$ cat src/rtl/pong_pkg.sv
`default_nettype none
// ============================================================================
//  Module      : pong_pkg
//  Description : Constants shared by the score keeper and the game-state block:
//                game-state codes, default win threshold, score-keeper FSM
//                encodings and a saturating score increment helper.
//  Revision    : 1.0 - initial release
// ============================================================================
package pong_pkg;

   // Game-state codes reported by the win-detection block
   localparam logic [1:0] GS_RESET  = 2'b00;
   localparam logic [1:0] GS_PLAY   = 2'b01;
   localparam logic [1:0] GS_P1_WIN = 2'b10;
   localparam logic [1:0] GS_P2_WIN = 2'b11;

   // Default goals-to-win; the game-state block must use the same threshold
   localparam logic [3:0] WIN_SCORE_DFLT = 4'd9;

   // Score-keeper rally sequencer states
   localparam logic [1:0] ST_SERVE = 2'd0;
   localparam logic [1:0] ST_PLAY  = 2'd1;
   localparam logic [1:0] ST_OVER  = 2'd2;

   // Both win codes have the MSB set; 00/01 never end the match
   function automatic logic is_win(input logic [1:0] gs);
      return gs[1];
   endfunction

   // Increment a score but hold it at the limit
   function automatic logic [3:0] sat_inc(input logic [3:0] v, input logic [3:0] lim);
      return (v >= lim) ? v : v + 4'd1;
   endfunction

endpackage
`default_nettype wire

$ cat src/rtl/score_keeper_rise_detect.sv
`default_nettype none
// ============================================================================
//  Module      : rise_detect
//  Description : Two-flop sampling stage on a level input with a one-cycle
//                rising-edge strobe (rise = q1 & ~q2).
//  Revision    : 1.0 - initial release
// ============================================================================
module rise_detect (
   input  logic clk,
   input  logic reset,
   input  logic din,
   output logic rise
);

   logic q1_q, q1_d;
   logic q2_q, q2_d;

   // Next values of the sampling chain
   always_comb begin
      q1_d = din;
      q2_d = q1_q;
   end

   // Sampling chain registers, cleared by synchronous reset
   always_ff @(posedge clk) begin
      if (reset) begin
         q1_q <= 1'b0;
         q2_q <= 1'b0;
      end else begin
         q1_q <= q1_d;
         q2_q <= q2_d;
      end
   end

   assign rise = q1_q & ~q2_q;

endmodule
`default_nettype wire

$ cat src/rtl/score_keeper.sv
`default_nettype none
// ============================================================================
//  Module      : score_keeper
//  Description : Converts wall-hit goal levels into saturating P1/P2 scores,
//                holds the ball for a serve delay after each goal or new game,
//                chooses the serve side and freezes scoring once a win is seen.
//  Revision    : 1.0 - initial release
// ============================================================================
module score_keeper
   import pong_pkg::*;
#(
   parameter logic [3:0] WIN_SCORE      = WIN_SCORE_DFLT,
   parameter int         SERVE_DELAY_MS = 1000,
   parameter int         DLY_W          = 10
) (
   input  logic       clk,
   input  logic       reset,
   input  logic       clk_1ms,
   input  logic       goal_p1,
   input  logic       goal_p2,
   input  logic       new_game,
   input  logic [1:0] game_state,
   output logic [3:0] p1_score,
   output logic [3:0] p2_score,
   output logic       ball_hold,
   output logic       serve_dir,
   output logic       goal_pulse
);

   localparam logic [DLY_W-1:0] CNT_LAST = DLY_W'(SERVE_DELAY_MS - 1);

   logic             rise_p1, rise_p2, rise_ms, rise_ng;

   logic [1:0]       state_q, state_d;
   logic [DLY_W-1:0] cnt_q,   cnt_d;
   logic [3:0]       p1_q,    p1_d;
   logic [3:0]       p2_q,    p2_d;
   logic             hold_q,  hold_d;
   logic             dir_q,   dir_d;
   logic             pulse_q, pulse_d;

   rise_detect u_rise_p1 (.clk(clk), .reset(reset), .din(goal_p1),  .rise(rise_p1));
   rise_detect u_rise_p2 (.clk(clk), .reset(reset), .din(goal_p2),  .rise(rise_p2));
   rise_detect u_rise_ms (.clk(clk), .reset(reset), .din(clk_1ms),  .rise(rise_ms));
   rise_detect u_rise_ng (.clk(clk), .reset(reset), .din(new_game), .rise(rise_ng));

   // Rally sequencer: win override first, then serve delay, goal scoring and restart
   always_comb begin
      state_d = state_q;
      cnt_d   = cnt_q;
      p1_d    = p1_q;
      p2_d    = p2_q;
      dir_d   = dir_q;
      pulse_d = 1'b0;

      if (is_win(game_state)) begin
         state_d = ST_OVER;
      end else begin
         case (state_q)
            ST_SERVE: begin
               if (rise_ms) begin
                  if (cnt_q == CNT_LAST) begin
                     state_d = ST_PLAY;
                     cnt_d   = '0;
                  end else begin
                     cnt_d = cnt_q + DLY_W'(1);
                  end
               end
            end
            ST_PLAY: begin
               // Simultaneous hits on both walls are treated as no goal
               if (rise_p1 ^ rise_p2) begin
                  state_d = ST_SERVE;
                  cnt_d   = '0;
                  if (rise_p1) begin
                     p1_d    = sat_inc(p1_q, WIN_SCORE);
                     pulse_d = (p1_q < WIN_SCORE);
                     dir_d   = 1'b1;
                  end else begin
                     p2_d    = sat_inc(p2_q, WIN_SCORE);
                     pulse_d = (p2_q < WIN_SCORE);
                     dir_d   = 1'b0;
                  end
               end
            end
            ST_OVER: begin
               if (rise_ng) begin
                  state_d = ST_SERVE;
                  cnt_d   = '0;
                  p1_d    = 4'd0;
                  p2_d    = 4'd0;
                  dir_d   = 1'b0;
               end
            end
            default: begin
               state_d = ST_SERVE;
               cnt_d   = '0;
            end
         endcase
      end

      // Ball moves only while playing; registered so no input reaches it directly
      hold_d = (state_d != ST_PLAY);
   end

   // State, counter, score and output registers
   always_ff @(posedge clk) begin
      if (reset) begin
         state_q <= ST_SERVE;
         cnt_q   <= '0;
         p1_q    <= 4'd0;
         p2_q    <= 4'd0;
         hold_q  <= 1'b1;
         dir_q   <= 1'b0;
         pulse_q <= 1'b0;
      end else begin
         state_q <= state_d;
         cnt_q   <= cnt_d;
         p1_q    <= p1_d;
         p2_q    <= p2_d;
         hold_q  <= hold_d;
         dir_q   <= dir_d;
         pulse_q <= pulse_d;
      end
   end

   assign p1_score   = p1_q;
   assign p2_score   = p2_q;
   assign ball_hold  = hold_q;
   assign serve_dir  = dir_q;
   assign goal_pulse = pulse_q;

endmodule
`default_nettype wire
$ cat config.mk
export PLATFORM = sky130hd
export DESIGN_NAME = score_keeper
export DESIGN_NICKNAME = d
export VERILOG_FILES = /design/src/rtl/pong_pkg.sv /design/src/rtl/score_keeper_rise_detect.sv /design/src/rtl/score_keeper.sv
export SDC_FILE = /design/constraint.sdc
export NUM_CORES = 1
export LEC_CHECK = 0
export ABC_AREA = 1
export BUFFER_PORTS_ARGS = -buffer_cell sky130_fd_sc_hd__buf_4
export CORE_MARGIN = 1
export CORE_UTILIZATION = 40
export CTS_BUF_LIST = sky130_fd_sc_hd__clkbuf_4
export DETAILED_ROUTE_END_ITERATION = 8
export GPL_ROUTABILITY_DRIVEN = 0
export PLACE_DENSITY = 0.68
export SYNTH_ARGS = -nofsm -noshare
export SYNTH_HDL_FRONTEND = slang
export SYNTH_HIERARCHICAL = 1
export SYNTH_SLANG_ARGS = --single-unit
export TNS_END_PERCENT = 50
$ cat constraint.sdc
create_clock -name clk -period 4.8 [get_ports clk]
set_clock_uncertainty 0.1 [all_clocks]
set_input_delay 0.24 -clock clk [delete_from_list [all_inputs] [get_ports clk]]
set_output_delay 0.24 -clock clk [all_outputs]
set_load 0.02 [all_outputs]
==> key figures <==
Logic synthesis
  – Fraction of registers with async set or reset after synthesis: 0%
  – YS warnings: 6
  – FF+latch count, synth: 31
  – Post-synthesis sequential area ratio: 37.3%
  – Top-count cell post-synth: nand2_1
  – Area fraction of the dominant cell type after synthesis: 37.3%
  – Cell type with the largest total area after synthesis: dfxtp_1
  – Post-Synthesis Cells: 237
  – List of most frequent post-synthesis cells: 50 x nand2_1, 43 x nor2_1, 31 x dfxtp_1, 29 x inv_1, 23 x nand3_1
  – Number of different library cells in the post-synthesis netlist: 26
  – Cell types occupying the most area after synthesis: dfxtp_1 37%, nand2_1 11%, nor2_1 9.7%, ha_1 8.3%, nand3_1 6.9%
  – Number of enable-type register cells in the synthesized netlist: 0
  – Number of nets in the synthesized netlist: 256
  – Commonest register cell after synthesis: dfxtp_1
  – Netlist Area Pre-Place: 1660 um2
  – Syn_area_per_cell: 7.01 um2

Pwr
  – Part of the total power dissipated in sequential elements: 58.8%
  – Leakage power: 0.831 nW
  – Switching power: 0.118 mW
  – Proportion of total power due to net switching: 25.6%
  – Pwr per Cell Area: 247 nW/um2
  – Combinational cell fraction of total power: 12.5%
  – Worst vdd rail ir drop: 123 uV
  – Clock network fraction of total power: 28.7%
  – Internal portion of total power: 0.343 mW

Cells and area
  – Area added between synthesis and finish: 12.6%
  – Fraction of the core area covered by cells at the end of the flow: 46.8%
  – Share of post-route cells with drive strength above 1: 13.2%
  – Area of all placed cells without fillers: 1870 um2
  – Ant. Diodes: 0
  – Total number of nets in the final design: 277

Timing
  – Final-layout setup total negative slack: 0 ns
  – Highest achievable clock rate: 495 MHz
  – Final Slew Violations: 0
  – Worst Hold Slack: 0.0190 ns
  – Setup repair after global routing missed its margin: false
  – Slew @ Worst Pin: 0.369 ns
  – Crit path setup slack, layout: 2.78 ns
  – Period utilization: 42.1%
  – Final setup violation count: 0
  – Slew headroom: 75.4%
  – Number of failing hold endpoints at the final stage: 0
  – Post-route minimum period: 2.02 ns

Global route
  – Via count of the first global-routing pass: 1318
  – Total congestion overflow: 0
  – Met3 layer usage reported by global route: 5.31%
  – Global routing usage on met2: 25.6%
  – Top Usage Layer GRT: met2
  – Global-route wire length before repair: 5670 um
  – Met1 routing resource usage after global routing: 22.1%
  – Number of antenna violations at the first check in global routing: 0
  – Largest net degree at the start of global routing: 23
  – Total global routing track utilization: 17.0%

CTS
  – Resized cells post-CTS: 0
  – Latest clock arrival within the worst-skew pair: 0.32 ns
  – CTS tree: yes
  – Root buffer selected by CTS: clkbuf_4
  – Hold buffers post-CTS: 0
  – Maximum root-to-sink buffer count: 2
  – Worst-path clk slew: 0.08 ns
  – Number of sinks handled by clock tree synthesis: 31
  – Clock buffers created by TritonCTS: 5
  – H-tree depth: 2
  – Post-CTS setup buffer count: 0

Floorplan
  – Initial Utilization: 41.5%
  – Boundary pin count: 19
  – Die Span X: 66.5 um
  – Standard-cell rows: 23
  – Total die area: 4420 um2
  – Total core area: 4000 um2
  – Die Ht: 66.5 um

Worst hold path
  – Class of the tightest hold or removal check: input pin to register

Drt
  – Total wirelength of the detailed-routed design: 3120 um
  – Pre-antenna DRT Iters: 4
  – Remaining design rule violation count: 0
  – DRT antenna net count: 0
  – Vias per cell: 4.85
  – Number of design-rule violations left by the first detailed-router iteration: 117
  – Routed vias: 1488
  – Routed wire per std cell: 10.2 um

Critical path
  – Required time of the critical path: 4.95 ns
  – Ordered list of cells on the worst path: inv_1 -> ha_1 -> inv_4 -> or2_4 -> nand3_4 -> inv_2 -> nand2_2 -> nand2_1 -> nor2_1
  – Worst setup slack for register-to-register paths: 2.78 ns
  – Slowest stage delay, CP: 0.39 ns
  – Number of cells on the worst reg-to-reg path: 9
  – Crit Path Max Fanout: 13
  – Cell type of the slowest stage on the worst timing path: ha_1
  – Crit path launch type: register
  – Buf/Inv on CP: 3
  – Type of the worst setup path: register to register
  – Reg-to-Reg End: cnt_q[0]
  – Startpoint of the most critical setup path: state_q[0]
  – Launch point of the worst reg-to-reg path: state_q[0]
  – Family of cells with the greatest summed delay on the critical path: simple AND/OR/NAND/NOR gates
  – Crit. End Element: register
  – Worst Setup EP: cnt_q[0]
  – Data arrival time of the worst path: 2.17 ns
  – Depth of the critical timing path with buffers and inverters included: 9

Placement
  – Instance area after placement: 1830 um2
  – Half-perimeter wire length after detailed placement: 2300 um
  – Number of port buffers: 17
  – Place WS: 2.80 ns

Run
  – Number of maximum-capacitance violations: 0

Status
  – Run status: complete, no violations
==> metal layers <==
layer  wire [um]  vias to the layer above
li1            -                      791
met1        1510                      650
met2        1390                       39
met3         158                        8
met4          59                        0
met5           0                        -
==> cell type report <==
class	count	area (um2)
fill	416	2130
multi-input combinational	172	896
sequential	31	621
timing repair buffer	17	128
inverter	31	119
tap	50	62.6
clock buffer	6	45.0
==> worst min path at each step <==
stage                         startpoint              to  depth (start not counted)
after floorplan                    reset        cnt_q[2]                          1
after global placement    u_rise_ng/q1_q  u_rise_ng/q2_q                          2
after CTS                       new_game  u_rise_ng/q1_q                          3
after detailed placement  u_rise_p2/q1_q  u_rise_p2/q2_q                          2
after global routing             goal_p1  u_rise_p1/q1_q                          3
final                           new_game  u_rise_ng/q1_q                          3
==> power groups by stage <==
| stage | Clock [mW] | Combinational [mW] | Sequential, mW |
|---|---|---|---|
| after floorplan | 0 | 0.0415 | 0.279 |
| after detailed placement | 0 | 0.0581 | 0.278 |
| after global routing | 0.155 | 0.0662 | 0.273 |
| final | 0.133 | 0.0575 | 0.272 |
| after global placement | 0 | 0.0569 | 0.277 |
| after CTS | 0.141 | 0.0582 | 0.272 |
==> cells in the final DEF, fill, tap and decap left out <==
cell / synthesis / routed
a21oi_1: 14 / 14
buf_4: 0 / 17
clkbuf_4: 0 / 6
dfxtp_1: 31 / 31
ha_1: 11 / 11
inv_1: 29 / 29
inv_2: 1 / 1
inv_4: 1 / 1
nand2_1: 50 / 50
nand2_2: 1 / 1
nand2_4: 1 / 1
nand3_1: 23 / 23
nand3_2: 1 / 1
nand3_4: 1 / 1
nand3b_1: 4 / 4
nand4_1: 3 / 3
nor2_1: 43 / 43
nor2_2: 2 / 2
nor2_4: 1 / 1
nor3_1: 2 / 2
o21ai_0: 8 / 8
o21bai_1: 2 / 2
or2_2: 1 / 1
or2_4: 1 / 1
xnor2_1: 2 / 2
xor2_1: 1 / 1
==> worst reg2reg max path, delay by kind of cell, from the launching register on <==
kind | cells | cell delay [ns]
AND/OR/NAND/NOR | 5 | 0.82
adder cells (fa/ha/maj) | 1 | 0.39
flip-flops | 1 | 0.35
buffers and inverters | 3 | 0.30
==> per-stage QoR <==
step / power (mW) / cells
2_1_floorplan: 0.320 / 237
4_1_cts: 0.471 / 307
6_report: 0.462 / 307
5_1_grt: 0.495 / 307
3_5_place_dp: 0.336 / 301
3_3_place_gp: 0.334 / 301
==> state kept, by name, indices dropped and copies added (netlist names), 2 cells and up <==
signal,count
cnt_q,10
state_q,2
p2_score,4
p1_score,4
==> cells by family (layout without fill, tap and decap cells) <==
| logic type | after synthesis | after routing | share of synthesized area, % |
|---|---|---|---|
| AO/OA/AOI/OAI | 24 | 24 | 7.53 |
| XOR/XNOR | 3 | 3 | 1.58 |
| adder cells (fa/ha/maj) | 11 | 11 | 8.28 |
| buffers and inverters | 34 | 54 | 8.73 |
| flip-flops | 31 | 31 | 37.3 |
| AND/OR/NAND/NOR | 134 | 134 | 36.5 |
(Power assumes the default switching activity.)
